--- config.mk ---
export PLATFORM = sky130hd
export DESIGN_NAME = id_ex_stage
export DESIGN_NICKNAME = d
export VERILOG_FILES = /design/src/rtl/id_ex_stage.sv
export SDC_FILE = /design/constraint.sdc
export NUM_CORES = 1
export LEC_CHECK = 0
export CAP_MARGIN = 30
export CORE_ASPECT_RATIO = 0.5
export CORE_MARGIN = 1.5
export CORE_UTILIZATION = 35
export DETAILED_ROUTE_END_ITERATION = 8
export PLACE_DENSITY = 0.87
export SLEW_MARGIN = 40
export SYNTH_ARGS = -nofsm -noshare
export SYNTH_HDL_FRONTEND = slang
export SYNTH_SLANG_ARGS = --single-unit
--- constraint.sdc ---
create_clock -name clk -period 1.6 [get_ports clk]
set_clock_uncertainty 0.2 [all_clocks]
set_input_delay 0.32 -clock clk [delete_from_list [all_inputs] [get_ports clk]]
set_output_delay 0.32 -clock clk [all_outputs]
set_load 0.05 [all_outputs]
--- src/rtl/id_ex_stage.sv ---
// ID/EX pipeline register: captures decoded fields, resolves operand forwarding
// and picks operand B. Define IDEX_FWD_EN to enable EX/MEM and MEM/WB forwarding.
module id_ex_stage #(
  parameter int VAR_WIDTH      = 32,
  parameter int OP_WIDTH       = 4,
  parameter int REG_ADDR_WIDTH = 5
) (
  input  logic                      clk,
  input  logic                      rst_n,
  input  logic                      in_valid,
  output logic                      in_ready,
  input  logic [OP_WIDTH-1:0]       in_alu_op,
  input  logic [REG_ADDR_WIDTH-1:0] in_rs1_addr,
  input  logic [REG_ADDR_WIDTH-1:0] in_rs2_addr,
  input  logic [VAR_WIDTH-1:0]      in_rs1_data,
  input  logic [VAR_WIDTH-1:0]      in_rs2_data,
  input  logic [VAR_WIDTH-1:0]      in_imm,
  input  logic                      in_use_imm,
  input  logic [REG_ADDR_WIDTH-1:0] in_rd_addr,
  input  logic                      in_reg_write,
  input  logic [REG_ADDR_WIDTH-1:0] exmem_rd,
  input  logic [REG_ADDR_WIDTH-1:0] memwb_rd,
  input  logic                      exmem_we,
  input  logic                      memwb_we,
  input  logic [VAR_WIDTH-1:0]      exmem_data,
  input  logic [VAR_WIDTH-1:0]      memwb_data,
  input  logic                      flush,
  output logic                      out_valid,
  input  logic                      out_ready,
  output logic [OP_WIDTH-1:0]       alu_opcode,
  output logic [VAR_WIDTH-1:0]      alu_a,
  output logic [VAR_WIDTH-1:0]      alu_b,
  output logic [VAR_WIDTH-1:0]      out_rs2_data,
  output logic [REG_ADDR_WIDTH-1:0] out_rd_addr,
  output logic                      out_reg_write
);

  logic [VAR_WIDTH-1:0] fwd_rs1, fwd_rs2;
  logic                 accept;

`ifdef IDEX_FWD_EN
  // Nearest producer wins; x0 always reads the regfile value.
  function automatic logic [VAR_WIDTH-1:0] fwd_sel(
    input logic [REG_ADDR_WIDTH-1:0] rs,
    input logic [VAR_WIDTH-1:0]      rf,
    input logic                      em_we,
    input logic [REG_ADDR_WIDTH-1:0] em_rd,
    input logic [VAR_WIDTH-1:0]      em_data,
    input logic                      mw_we,
    input logic [REG_ADDR_WIDTH-1:0] mw_rd,
    input logic [VAR_WIDTH-1:0]      mw_data
  );
    if (rs == '0)                  return rf;
    else if (em_we && em_rd == rs) return em_data;
    else if (mw_we && mw_rd == rs) return mw_data;
    else                           return rf;
  endfunction

  assign fwd_rs1 = fwd_sel(in_rs1_addr, in_rs1_data, exmem_we, exmem_rd, exmem_data,
                           memwb_we, memwb_rd, memwb_data);
  assign fwd_rs2 = fwd_sel(in_rs2_addr, in_rs2_data, exmem_we, exmem_rd, exmem_data,
                           memwb_we, memwb_rd, memwb_data);
`else
  logic unused_fwd;
  assign fwd_rs1    = in_rs1_data;
  assign fwd_rs2    = in_rs2_data;
  assign unused_fwd = ^{in_rs1_addr, in_rs2_addr, exmem_rd, memwb_rd, exmem_we,
                        memwb_we, exmem_data, memwb_data};
`endif

  assign in_ready = !out_valid || out_ready;
  assign accept   = in_valid && in_ready;

  // Flush outranks capture; data fields are left as-is on flush/drain.
  always_ff @(posedge clk) begin
    if (!rst_n) begin
      out_valid     <= 1'b0;
      alu_opcode    <= '0;
      alu_a         <= '0;
      alu_b         <= '0;
      out_rs2_data  <= '0;
      out_rd_addr   <= '0;
      out_reg_write <= 1'b0;
    end else if (flush) begin
      out_valid     <= 1'b0;
      out_reg_write <= 1'b0;
    end else if (accept) begin
      out_valid     <= 1'b1;
      alu_opcode    <= in_alu_op;
      alu_a         <= fwd_rs1;
      alu_b         <= in_use_imm ? in_imm : fwd_rs2;
      out_rs2_data  <= fwd_rs2;
      out_rd_addr   <= in_rd_addr;
      out_reg_write <= in_reg_write && (in_rd_addr != '0);
    end else if (out_ready) begin
      out_valid     <= 1'b0;
    end
  end

endmodule

# ---- Word-level counts from Yosys, hierarchy flattened
# Cells that the tools add are included.
dict set report totals {
  inputBits 198
  n_memories 0
  output_inout_bits 108
  latch_bits 0
  romBits 0
  reg_bits 107
  mem_bits_rw 0
}
dict set report classes {
  n_lt_le_gt_ge 0
  muxes 3
  n_reduce_logical 8
  n_eq_ne 0
  n_mul 0
  shifts 0
  div_mod_pow 0
  n_bitwise 2
  add_sub_neg 0
}
# cell n
set op_table {}
lappend op_table {{$mux 32} 1}
lappend op_table {{$reduce_bool 5->1} 1}
lappend op_table {{$logic_and 1x1->1} 2}
lappend op_table {{$mux 1} 2}
lappend op_table {{$not 1->1} 2}
lappend op_table {{$reduce_and 2->1} 1}
lappend op_table {{$reduce_bool 2->1} 1}
lappend op_table {{$reduce_or 2->1} 1}
lappend op_table {{$logic_not 1->1} 1}
lappend op_table {{$logic_or 1x1->1} 1}

# ---- Longest topological paths before layout
# Gate-level depths: netlist of the first run.
dict set report depth {
  word_depth 4
  mapped_depth 7
  ltp_nobuf 4
}

# ---- Worst setup path after synthesis of the first run
# Ideal clock, no wire load.
dict set report synth_timing {
  path_kind {reg2out}
  startpoint {reg out_valid}
  endpoint {out in_ready}
  required_ns 1.080
  arrival_ns 1.303
  path_buffers 2
  setup_slack_ns -0.223
  stages_incl_launch_ff 5
  cell_sequence {dfxtp_1 -> nor2b_4 -> buf_4 -> inv_4 -> buf_2}
}
dict set report synth_between {
  elab_chain_len 2
}
# element line
set synth_lines {}
lappend synth_lines {{start: declaration} 28} ;# output logic out_valid,
lappend synth_lines {{start signal: assignment} 77} ;# out_valid <= 1'b0;
lappend synth_lines {{start signal: assignment} 85} ;# out_valid <= 1'b0;
lappend synth_lines {{start signal: assignment} 88} ;# out_valid <= 1'b1;
lappend synth_lines {{$logic_not 1->1} 71} ;# assign in_ready = !out_valid || out_ready;
lappend synth_lines {{$logic_or 1x1->1} 71}
lappend synth_lines {{end: declaration} 11} ;# output logic in_ready,
# Every way passes these cells.

# ---- Worst setup path after layout of the first run
# Same ends and word-level chain as after synthesis.

==> impl_metrics.toml, run 1 <==
[setup_path]
cpPeakStageDelay_ns = 0.37
crit_path_max_fanout = 4
cp-end-kind = "output pin"
crit_type = "reg -> out"
path_cells = "nor2b_4 > inv_4 > buf_6"
critical_path_required_ns = 1.08
crit_arrival_ns = 1.17
crit_path_top_delay_cell = "dfxtp_4"
r2r_setup_slack_ns = -0.08
startpoint_type = "register"

[finish]
syn_to_final_growth_pct = 94.9
n_antenna_cell = 0
fillCellCount = 686
drive_gt1_share_pct = 28.4
final_common_cell = "buf_12"
stdcell_area_mm2 = 0.00845
nets = 901
final_cell_mix = "buf_12, clkdlybuf4s50_1, dfxtp_1, a21oi_1, nand3_1"

[clock_network]
cts_root_buf = "clkbuf_16"
cts_sinks = 107
clk_latency_ns = 0.35
htree_levels = 3
cts_buffer_depth = 2
clk_pin_slew_worst_paths_ns = 0.07
cts_made_buffers = 9
cts_tree = "done"

[global_routing]
grt_pass1_vias = 5313
grtUsageTotal_pct = 30.4
grt_max_degree = 35
grt_pass1_wl_um = 30100
antenna_found_initial = 0
gr-total-overflow = 0

[die]
die_w_um = 160
die_area_mm2 = 0.0131
die_h_um = 81.7
ios = 306
row_count = 28
start_util_pct = 36.3
core_mm2 = 0.0119

[power_and_ir_drop]
peakVddDrop_mv = 0.559
p_per_area_mw_per_mm2 = 885
p_leak_uw = 0.00317

[synthesis]
syn-cell-area_mm2 = 0.00434
syn_area_per_cell_um2 = 8.79
ys_types = 22
syn_inst = 493
synthTopCellsByArea = "dfxtp_1, a21oi_1, o21ai_0, nand3_1, mux2i_1"
ys_seq_area_share_pct = 49.4
synth.top_cell.area_share_pct = 49.4
ys_warn_count = 0
syn_nets = 691
synth_top_cell_by_area = "dfxtp_1"
synth_seq_cells = 107

[placement]
portBuffers = 219
place_hpwl_um = 12200
place.gp.congestion = 0.862
pre_cts_ws_ns = -0.421
placed_cell_area_mm2 = 0.00788

[outcome]
status = "complete, but fails checks"
violations = "negative setup slack"

[timing]
period_share_pct = 105
hold_viol = 0
setup_viol = 14
min_period_ns = 1.69
max_freq_mhz = 592
grt_setup_unrepaired = "true"
fin_ws_ns = -0.0879
relSlewSlack_pct = 77.2
final_max_slew_viol_count = 0
tightestPinTransition_ns = 0.333

[drt]
vias = 5331
viasPerCell = 6.11
post_drt_wl_per_cell_um = 24.7
drt_wl_total_um = 21600
drt-initial-drc-count = 674
ant_nets = 0
first_pass_iters = 5
route.detailed.drc = 0

[flow_run]
maxCapViolations = 0

[hold_path]
hp-class = "in -> reg"
==> flip-flops by register name (all words and copies together), names as in the netlist <==
signal and flops:
alu_a 32, alu_b 32, out_rs2_data 32, out_rd_addr 5
alu_opcode 4, out_reg_write 1, out_valid 1
==> metal layers <==
metal  vias to the layer above  track usage [%]  routed length, um
li1                       2214                -                  -
met1                      2555             30.8               7500
met2                       409             54.7              10600
met3                       153             8.69               1780
met4                         0             24.4               1680
met5                         -                0                  0
==> worst max-delay path: cells and delay by family (launching register included) <==
family                 cells  cell delay [ns]
buffers and inverters      2             0.22
DFF                        1             0.37
and+or+nand+nor            1             0.22
==> path summary, 6_finish.rpt <==
path,depth (start not counted),endpoint,startpoint
worst max register to register,4,out_rs2_data[1],out_valid
worst max-delay path,3,in_ready,out_valid
worst min register to register,2,alu_a[21],alu_a[21]
worst min-delay path,3,out_valid,flush
==> synth_stat cells <==
library cell,count
o21ai_0,74
a21boi_0,1
nor2b_1,2
clkbuf_1,22
buf_2,24
clkinv_1,1
mux2i_1,32
nand2b_1,1
dfxtp_1,107
nor2b_4,1
a211oi_1,32
buf_4,8
inv_4,1
buf_1,1
nor2_1,2
nand4_1,1
o211ai_1,1
buf_6,2
or4_1,1
inv_1,1
a21oi_1,105
nand3_1,73
==> logic make-up after synthesis <==
group,after synthesis,synth area share [%]
AND/OR/NAND/NOR,81,9.67
buffers and inverters,60,6.98
flip-flops,107,49.4
multiplexers,32,7.39
AO/OA/AOI/OAI,213,26.6
==> final cells by class <==
cell class	count	area (um^2)	share of cell area [%]
repair buffers	256	3710	44.0
well taps	165	206	2.44
flip-flops and latches	107	2150	25.4
multi-input cells	326	2050	24.2
inverters	3	13.8	0.163
clock buffers	12	267	3.15
clock inverters	4	55.1	0.652
==> repair_timing <==
| action | 4_1_cts | 5_1_grt |
|---|---|---|
| pin swaps | 7 | 3 |
| endpoints found under the setup margin | 33 | 107 |
| gates cloned | 1 | 1 |
| hold buffers | 0 | 0 |
| gates resized for setup | 12 | 38 |
| buffers inserted | 3 | 2 |
| endpoints found under the hold margin | 0 | 0 |
==> through the flow <==
stage	hold WS, ns	TNS, ns	power, uW	instances	util [%]
6_report	0.264	-0.411	7480	873	70.7
5_1_grt	0.286	-0.931	7630	873	70.7
4_1_cts	0.313	-1.03	7340	871	69.4
3_5_place_dp	0.303	-33.18	4960	851	66.0
3_3_place_gp	0.297	-28.77	4900	851	66.0
2_1_floorplan	0.268	0	3820	493	-
==> power by group <==
part           leakage [uW]  internal (uW)  switching, uW  total [uW]
combinational       0.00214           1010           1080        2090
clock              0.000155           1350           1050        2400
sequential         0.000877           2810            174        2980
Power figures use the tool's default switching activity.
==> run 2: changes to the inputs <==
==> constraint.sdc (replaced) <==
create_clock -name clk -period 1.6 [get_ports clk]
set_clock_uncertainty 0.2 [all_clocks]
set_input_delay 0.32 -clock clk [delete_from_list [all_inputs] [get_ports clk]]
set_output_delay 0.32 -clock clk [all_outputs]
set_load 0.1 [all_outputs]
==> run 2 against run 1 <==
Register-to-register slack is essentially flat; sequential power is essentially flat; highest routed layer unchanged; maximum frequency grew 0.77%; largest cell class unchanged; core utilization grew 1.1 points; critical endpoint unchanged; the flow still finishes with violations (negative setup slack); count of clock-buffer cells in the layout is the same; wire length shrank 3.5%.
==> impl_metrics.toml, run 2 (same netlist as run 1, synthesis figures left out) <==
[placement]
placed_cell_area_mm2 = 0.00792
pre_cts_ws_ns = -0.481
place_hpwl_um = 11900
place.gp.congestion = 0.839
portBuffers = 219

[setup_path]
crit_arrival_ns = 1.16
crit_path_max_fanout = 5
reg2reg_from = "out_valid"
crit_type = "reg -> out"
crit_start = "out_valid"
startpoint_type = "register"
r2r_setup_slack_ns = -0.08
cp-end-kind = "output pin"
critical_path_required_ns = 1.08

[die]
die_area_mm2 = 0.0131
start_util_pct = 36.3
core_mm2 = 0.0119
die_h_um = 81.7
ios = 306
row_count = 28
die_w_um = 160

[power_and_ir_drop]
peakVddDrop_mv = 0.537
p_total_uw = 8120
p_per_area_mw_per_mm2 = 946
p_leak_uw = 0.00326

[timing]
hold-worst-slack_ns = 0.304
min_period_ns = 1.68
grt_setup_unrepaired = "true"
final_max_slew_viol_count = 0
max_freq_mhz = 597
period_share_pct = 105
relSlewSlack_pct = 76.3
hold_viol = 0
fin_ws_ns = -0.0750
setup_viol = 11
finalSetupTns_ns = -0.294
tightestPinTransition_ns = 0.351

[drt]
drt-initial-drc-count = 560
ant_nets = 0
vias = 5300
drt_wl_total_um = 20800
post_drt_wl_per_cell_um = 23.6
first_pass_iters = 5
route.detailed.drc = 0
viasPerCell = 6.00

[outcome]
violations = "negative setup slack"
status = "complete, but fails checks"

[finish]
top_regs = "alu_a: 32 flops, alu_b: 32 flops, out_rs2_data: 32 flops"
syn_to_final_growth_pct = 98.0
drive_gt1_share_pct = 26.5
stdcell_area_mm2 = 0.00859
final_cell_mix = "buf_12, clkdlybuf4s50_1, dfxtp_1, a21oi_1, nand3_1"
nets = 911
final_common_cell = "buf_12"

[hold_path]
worstHoldStart = "in_valid"
hp-class = "in -> reg"

[clock_network]
cts_sinks = 107
clk_latency_ns = 0.34
cts_made_buffers = 9
cts_root_buf = "clkbuf_16"
cts_buffer_depth = 2
cts_tree = "done"
htree_levels = 3
clk_pin_slew_worst_paths_ns = 0.07

[flow_run]
maxCapViolations = 0

[global_routing]
grtUsageTotal_pct = 28.0
grt_pass1_wl_um = 28200
antenna_found_initial = 0
grt_max_degree = 54
gr-total-overflow = 0
grt_pass1_vias = 5133
-- run 2: final cells by class --
| class | instances | area [um^2] |
|---|---|---|
| Antenna cell | 1 | 2.50 |
| Timing Repair Buffer | 266 | 3910 |
| Tap cell | 165 | 206 |
| Fill cell | 731 | 3360 |
| Clock buffer | 12 | 268 |
| Inverter | 3 | 16.3 |
| Sequential cell | 107 | 2150 |
| Multi-Input combinational cell | 326 | 1970 |
| Clock inverter | 4 | 70.1 |
-- run 2: metal layers --
metal  track usage, %  vias to the layer above  part of all wire (%)
li1                 -                     2242                     -
met1             30.8                     2510                    37
met4             18.0                        0                   6.5
met2             50.0                      418                    48
met3             6.77                      130                   8.5
met5                0                        -                     0
-- run 2: stage by stage --
step	utilization, %	instances
floorplan	-	493
global placement	66.3	852
detailed placement	66.3	852
CTS	70.3	875
global route	71.8	883
finish	71.9	884
-- run 2: worst paths after layout --
kind | endpoint | cells after the start
max | in_ready | 3
max reg2reg | out_rd_addr[3] | 6
min reg2reg | alu_a[15] | 2
min | out_reg_write | 4
-- run 2: worst max-delay path, cell delays in order, from the launching register on --
cell and delay, ns:
dfxtp_4 0.35, nor2b_4 0.22, inv_6 0.07, buf_12 0.17
-- run 2: power by group --
group / internal [uW] / switching, uW / total [uW]
clock network: 1510 / 1010 / 2520
logic: 1040 / 1600 / 2640
registers: 2810 / 162 / 2970
-- run 2: repair_timing --
action / in CTS / in global routing
endpoints found under the setup margin: 64 / 87
pin swaps: 0 / 10
hold buffers: 0 / 0
gates cloned: 1 / 4
setup buffers: 6 / 4
gates resized for setup: 15 / 21
